$ cat src/rtl/memtest_stats.sv
// memtest_stats: run/halt sequencing plus BCD pass/fail counters, BCD mm:ss
// elapsed clock and the underline-mark byte for the status overlay.
module memtest_stats #(
    parameter int CLK_HZ = 14000000
) (
    input  logic        clk,
    input  logic        reset,
    input  logic        start,
    input  logic        stop,
    input  logic        pass_pulse,
    input  logic        fail_pulse,
    output logic [31:0] rez1,
    output logic [31:0] rez2,
    output logic [15:0] elapsed,
    output logic [7:0]  mark,
    output logic        running
);

    // state | meaning
    // IDLE  | after reset, nothing counted yet
    // RUN   | counting events and elapsed time
    // HALT  | results frozen until the next start
    typedef enum logic [1:0] {
        IDLE = 2'd0,
        RUN  = 2'd1,
        HALT = 2'd2
    } state_t;

    localparam int PW = (CLK_HZ > 2) ? $clog2(CLK_HZ) : 1;
    localparam logic [PW-1:0] PRESC_LAST = PW'(CLK_HZ - 1);
    localparam logic [PW-1:0] PRESC_HALF = PW'(CLK_HZ / 2);

    state_t          state;
    state_t          next_state;
    logic [PW-1:0]   presc;
    logic            fail_seen;
    logic            halted;
    logic            counting;
    logic            sec_tick;

    // Eight-digit BCD increment that sticks at 99999999.
    function automatic logic [31:0] bcd_inc(input logic [31:0] v);
        logic [31:0] r;
        logic        carry;
        r     = v;
        carry = 1'b1;
        if (v != 32'h9999_9999) begin
            for (int i = 0; i < 8; i++) begin
                if (carry) begin
                    if (r[i*4 +: 4] == 4'd9) begin
                        r[i*4 +: 4] = 4'd0;
                    end else begin
                        r[i*4 +: 4] = r[i*4 +: 4] + 4'd1;
                        carry       = 1'b0;
                    end
                end
            end
        end
        return r;
    endfunction

    // mm:ss BCD increment that sticks at 99:59.
    function automatic logic [15:0] time_inc(input logic [15:0] t);
        logic [3:0] mt, mu, st, su;
        {mt, mu, st, su} = t;
        if (t != 16'h9959) begin
            if (su != 4'd9) begin
                su = su + 4'd1;
            end else begin
                su = 4'd0;
                if (st != 4'd5) begin
                    st = st + 4'd1;
                end else begin
                    st = 4'd0;
                    if (mu != 4'd9) begin
                        mu = mu + 4'd1;
                    end else begin
                        mu = 4'd0;
                        mt = mt + 4'd1;
                    end
                end
            end
        end
        return {mt, mu, st, su};
    endfunction

    // A start cycle clears everything, so events in it are dropped.
    assign counting = (state == RUN) && !start;
    assign sec_tick = counting && (presc == PRESC_LAST);

    // State register.
    always_ff @(posedge clk) begin
        if (reset) begin
            state <= IDLE;
        end else begin
            state <= next_state;
        end
    end

    // Next-state logic; start always (re)enters RUN and wins over stop.
    always_comb begin
        next_state = state;
        case (state)
            IDLE: if (start) next_state = RUN;
            RUN: begin
                if (start) begin
                    next_state = RUN;
                end else if (stop) begin
                    next_state = HALT;
                end
            end
            HALT: if (start) next_state = RUN;
            default: next_state = IDLE;
        endcase
    end

    // Status flags registered alongside the state so they match it exactly.
    always_ff @(posedge clk) begin
        if (reset) begin
            running <= 1'b0;
            halted  <= 1'b0;
        end else begin
            running <= (next_state == RUN);
            halted  <= (next_state == HALT);
        end
    end

    // Counters, prescaler, elapsed time and the sticky fail flag.
    always_ff @(posedge clk) begin
        if (reset || start) begin
            rez1      <= '0;
            rez2      <= '0;
            elapsed   <= '0;
            presc     <= '0;
            fail_seen <= 1'b0;
        end else if (counting) begin
            if (pass_pulse) rez1 <= bcd_inc(rez1);
            if (fail_pulse) begin
                rez2      <= bcd_inc(rez2);
                fail_seen <= 1'b1;
            end
            if (sec_tick) begin
                presc   <= '0;
                elapsed <= time_inc(elapsed);
            end else begin
                presc <= presc + PW'(1);
            end
        end
    end

    // Bit 5 blinks under the minutes-units digit during the first half second.
    assign mark = {halted, 1'b0, running && (presc < PRESC_HALF), 4'b0000, fail_seen};

endmodule

$ cat config.mk
export PLATFORM = sky130hd
export DESIGN_NAME = memtest_stats
export DESIGN_NICKNAME = d
export VERILOG_FILES = /design/src/rtl/memtest_stats.sv
export SDC_FILE = /design/constraint.sdc
export NUM_CORES = 1
export LEC_CHECK = 0
export BUFFER_PORTS_ARGS = -buffer_cell sky130_fd_sc_hd__buf_2
export CAP_MARGIN = 40
export CORE_AREA = 3 3 127 98
export DETAILED_ROUTE_END_ITERATION = 6
export DIE_AREA = 0 0 130 101
export PLACE_DENSITY = 0.75
export SETUP_SLACK_MARGIN = 0.2
export SLEW_MARGIN = 20
export SYNTH_ARGS = -nofsm -noshare
export SYNTH_HDL_FRONTEND = slang
export SYNTH_SLANG_ARGS = --single-unit
$ cat constraint.sdc
create_clock -name clk -period 2.6 [get_ports clk]
set_input_delay 0.39 -clock clk [delete_from_list [all_inputs] [get_ports clk]]
set_output_delay 0.39 -clock clk [all_outputs]
set_load 0.01 [all_outputs]
=== Word-level counts from Yosys, hierarchy flattened ===
Cells that the tools add are included.
W data, S select, Z words.

* Input port bits: 6
* Logic and storage cells: 211
* Register bits after elaboration: 109
* Output and inout bits: 89

* Equality and inequality tests: 27
* Magnitude comparators: 1
* $add $sub $neg: 21
* Reduce and logical (&&, ||, !) cells: 28
* Mux-type cells: 106
* Bitwise operators: 3

{| class="wikitable"
|+ Operators by type and width
! operator !! count
|-
| $mux W1 || 82
|-
| $add A4 B1 Y4 const B || 20
|-
| $mux W4 || 19
|-
| $eq A4 B4 Y1 const B || 16
|-
| $ne A32 B32 Y1 const B || 2
|-
| $reduce_and A4 Y1 || 15
|-
| $add A24 B1 Y24 const B || 1
|-
| $eq A24 B24 Y1 const B || 1
|-
| $lt A24 B23 Y1 const B || 1
|-
| $mux W24 || 1
|-
| $ne A16 B16 Y1 const B || 1
|-
| $reduce_and A3 Y1 || 3
|-
| $ne A4 B4 Y1 const B || 2
|-
| $mux W2 || 3
|-
| $reduce_and A6 Y1 || 1
|-
| $reduce_and A5 Y1 || 1
|-
| $eq A2 B1 Y1 const B || 2
|-
| $eq A2 B2 Y1 const B || 2
|-
| $ne A4 B3 Y1 const B || 1
|-
| $pmux W2 S2 || 1
|-
| $logic_and A1 B1 Y1 || 3
|-
| $not A1 Y1 || 3
|-
| $logic_not A2 Y1 || 1
|-
| $reduce_and A2 Y1 || 1
|-
| 3 further kinds || 3
|}

=== Longest topological paths before layout ===
* Word-level depth: 37
* Mapped depth: 8

=== Worst setup path after synthesis ===
OpenSTA, ideal clock, no wires.

* Path type: register to register
* Start point: register rez2[15]
* End point: register rez2[31]
* Arrival time: 2.447 ns
* Stages on the path, launching flop included: 6
* Clock period less this slack: 2.518 ns
* Slack: 0.082 ns
* Buffers on the path: 0
* Path through: dfxtp_1 -> or3b_4 -> or4_1 -> or4_4 -> or4_1 -> a21oi_1

* Longest elaborated chain between the ends: 23
* Elaborated cells on any way between the ends: 24

{| class="wikitable"
|+ RTL lines
! what !! line !! RTL
|-
| start: declaration || 13 || <nowiki>output logic [31:0] rez2,</nowiki>
|-
| start signal: assignment || 139 || <nowiki>rez2 <= bcd_inc(rez2);</nowiki>
|-
| $eq A4 B4 Y1 || 50 || <nowiki>if (r[i*4 +: 4] == 4'd9) begin</nowiki>
|-
| $mux W1 || 50 ||
|-
| $mux W1 || 49 || <nowiki>if (carry) begin</nowiki>
|-
| $mux W1 || 47 || <nowiki>if (v != 32'h9999_9999) begin</nowiki>
|-
| $mux W1 || 138 || <nowiki>if (fail_pulse) begin</nowiki>
|-
| $mux W1 || 136 || <nowiki>end else if (counting) begin</nowiki>
|-
| $mux W1 || 130 || <nowiki>if (reset || start) begin</nowiki>
|-
| $mux W1 || 49 ||
|-
| [7 not listed] || n/a ||
|-
| $mux W1 || 136 ||
|-
| $mux W1 || 130 ||
|-
| $mux W1 || 49 ||
|-
| $mux W1 || 47 ||
|-
| $mux W1 || 138 ||
|-
| $mux W1 || 136 ||
|-
| $mux W1 || 130 ||
|-
| $reduce_and A4 Y1 (no source line) (*) || n/a ||
|}

Every way passes the cells marked *; elsewhere a longest branch is shown, timed or not. The select of a mux whose other input is x is not followed.
A chain may end at the register's enable or synchronous reset.

=== Worst setup path after layout ===
* Start point: register rez2[13]
* End point: register rez2[31]

The elaborated chain is that of the path after synthesis.

==> results.json <==
{
  "hpwlAfterDp_um": 10100,
  "ant_nets": 0,
  "grt_pass1_vias": 5066,
  "syn_area_per_cell_um2": 8.32,
  "syn_to_final_growth_pct": 22.3,
  "setup-tns-final_ns": 0,
  "clock_latency_ns": 0.35,
  "placedCellCount": 919,
  "seq_area_mm2": 0.00220,
  "leakage_uw": 0.00251,
  "finalCritPeriodShare": 0.917,
  "io_pins": 95,
  "holdWs_ns": 0.271,
  "cts.sinks": 109,
  "die_y_um": 101,
  "antenna_found_initial": 0,
  "grt_usage": 0.219,
  "io_buffers": 89,
  "path_clk_slew_ns": 0.08,
  "htreeDepth": 3,
  "cp-end-kind": "flop",
  "status": "finished clean",
  "crit_type": "reg2reg",
  "multi_input_area_mm2": 0.00345,
  "num-fill-cells": 976,
  "dr.pass1.iters": 5,
  "synth_seq_area_share": 0.381,
  "rsz0062_at_grt": "yes",
  "relSlewSlack": 0.598,
  "timing_hold_violations_final": 0,
  "drt_iter0_markers": 382,
  "syn_area_mm2": 0.00572,
  "globalplace.congestion": 0.860,
  "worst_pin_slew_ns": 0.596,
  "drc_errors": 0,
  "n_antenna_cell": 0,
  "grt_overflow": 0,
  "drv_cap": 0,
  "yosysWarnings": 0,
  "clock-root-buffer": "clkbuf_16",
  "die-area_mm2": 0.0131,
  "period_minus_slack_ns": 2.39,
  "peakVddDrop_mv": 0.346,
  "final_max_slew_viol_count": 0,
  "synth_cells": 688,
  "timing.fmax_mhz": 419,
  "via_per_inst": 5.94,
  "numCtsBuffers": 9,
  "core_area_mm2": 0.0114,
  "synth_top_area_frac": 0.381,
  "p_per_area_mw_per_mm2": 454,
  "synth_ff_type": "dfxtp_1",
  "drive_above_1_share": 0.239,
  "wire_per_inst_um": 15.5,
  "ys_async_sr_fraction": 0,
  "nets": 804,
  "start_kind": "flop",
  "setup_violations": 0,
  "cts_hold_buf": 0,
  "crit_fanout": 7,
  "synth-edff-count": 0,
  "finClkSkew_ns": 0.00799,
  "yosysTopAreaCell": "dfxtp_1",
  "std_cell_rows": 34,
  "crit_required_ns": 2.89,
  "stdcell_count": 944,
  "cts_tree": "yes",
  "max-clock-path-buffers": 2,
  "vias": 5612,
  "fp.dieW_um": 130,
  "start_util": 0.500,
  "grt_start_max_net_pins": 79,
  "drt_wl_total_um": 14600,
  "crit_arrival_ns": 2.67,
  "hp-class": "in2reg",
  "fin_util": 0.612,
  "grt_pass1_wl_um": 23700,
  "synth.distinct_cells": 63,
  "synth_area_leaders": "dfxtp_1, a21oi_1, nor2_1",
  "ys_seq_elements": 109
}
==> final timing paths <==
| path | startpoint | slack (ns) | depth (start not counted) | endpoint |
|---|---|---|---|---|
| setup reg to reg | rez2[13] | 0.21 | 5 | rez2[31] |
| setup / recovery | rez2[13] | 0.21 | 5 | rez2[31] |
| hold / removal | reset | 0.27 | 2 | state[0] |
| hold reg to reg | fail_seen | 0.47 | 2 | fail_seen |
==> flip-flops by register name, indices dropped and copies added, names as in the netlist <==
| register | cells |
|---|---|
| rez1 | 32 |
| rez2 | 32 |
| presc | 24 |
| elapsed | 16 |
| state | 2 |
| fail_seen | 1 |
| halted | 1 |
| running | 1 |
==> logic make-up after synthesis <==
logic type               share of synthesized area
AND/OR/NAND/NOR                              0.339
AO/OA/AOI/OAI                                0.154
flip-flops                                   0.381
buffers and inverters                       0.0479
XOR/XNOR                                    0.0459
multiplexers                                0.0249
adder cells (fa/ha/maj)                    0.00656
other                                     0.000655
==> layout by cell type, fill, tap and decap left out, types with 9 or more instances in the layout <==
master and n:
mux2i_1 12, buf_2 89, nor2b_1 12, o31ai_1 11, o21ai_0 33, nand2b_1 9, nand2_1 40, dfxtp_1 100
or3_1 27, a21oi_1 57, xnor2_1 20, inv_1 32, xor2_1 10, nand3_1 33, buf_4 36, or4_1 10
nor2_1 62, nor4bb_1 9, nor3_1 15, nand4_1 26, clkbuf_16 9
==> critical path, stage by stage, from the launching register on <==
cell	delay, ns
dfxtp_2	0.35
or3b_4	0.41
or4_4	0.54
or4_4	0.44
or4_4	0.43
a21oi_2	0.14
==> cell usage after synthesis, types with 11 or more instances <==
master    count
or4_1        12
a21oi_1      58
xnor2_1      20
nor3_1       15
o31ai_1      11
clkbuf_1     25
dfxtp_1     109
inv_1        32
nand3_1      33
or3_1        29
nor2_1       63
mux2i_1      12
nand4_1      26
o21ai_0      34
nor4bb_1     13
nor2b_1      12
nand2_1      40
==> timing repair <==
item / in CTS / in global routing
endpoints found under the setup margin: 11 / 29
setup buffers: 1 / 8
pin swaps: 1 / 8
resized for setup: 5 / 25
==> metrics by stage <==
stage          cell area [um^2]  setup WS [ns]  total power [uW]
5_1_grt                    7000          0.153              3280
2_1_floorplan              5760          0.195              1760
6_report                   7000          0.215              3180
3_5_place_dp               6460          0.127              1790
4_1_cts                    6810          0.134              3210
3_3_place_gp               6460          0.152              1790
==> layer usage <==
metal | track usage | wire length [um] | up-vias
met4 | 0.0559 | 136 | 0
met5 | 0 | 0 | -
met1 | 0.296 | 6650 | 2657
li1 | - | - | 2750
met2 | 0.347 | 6670 | 190
met3 | 0.0614 | 1150 | 15
==> power by group <==
part	switching (uW)	internal, uW	total (uW)
registers	6.25	1670	1680
logic	54.6	23.3	77.9
clock network	625	801	1430
==> area by class of cell <==
type                            count  area share
Sequential cell                   109       0.314
Timing Repair Buffer              126       0.105
Inverter                           32      0.0172
Tap cell                          144      0.0257
Clock buffer                       11      0.0361
Clock inverter                      5     0.00822
Multi-Input combinational cell    517       0.493
Note: power is estimated with default switching activity, not from simulation.
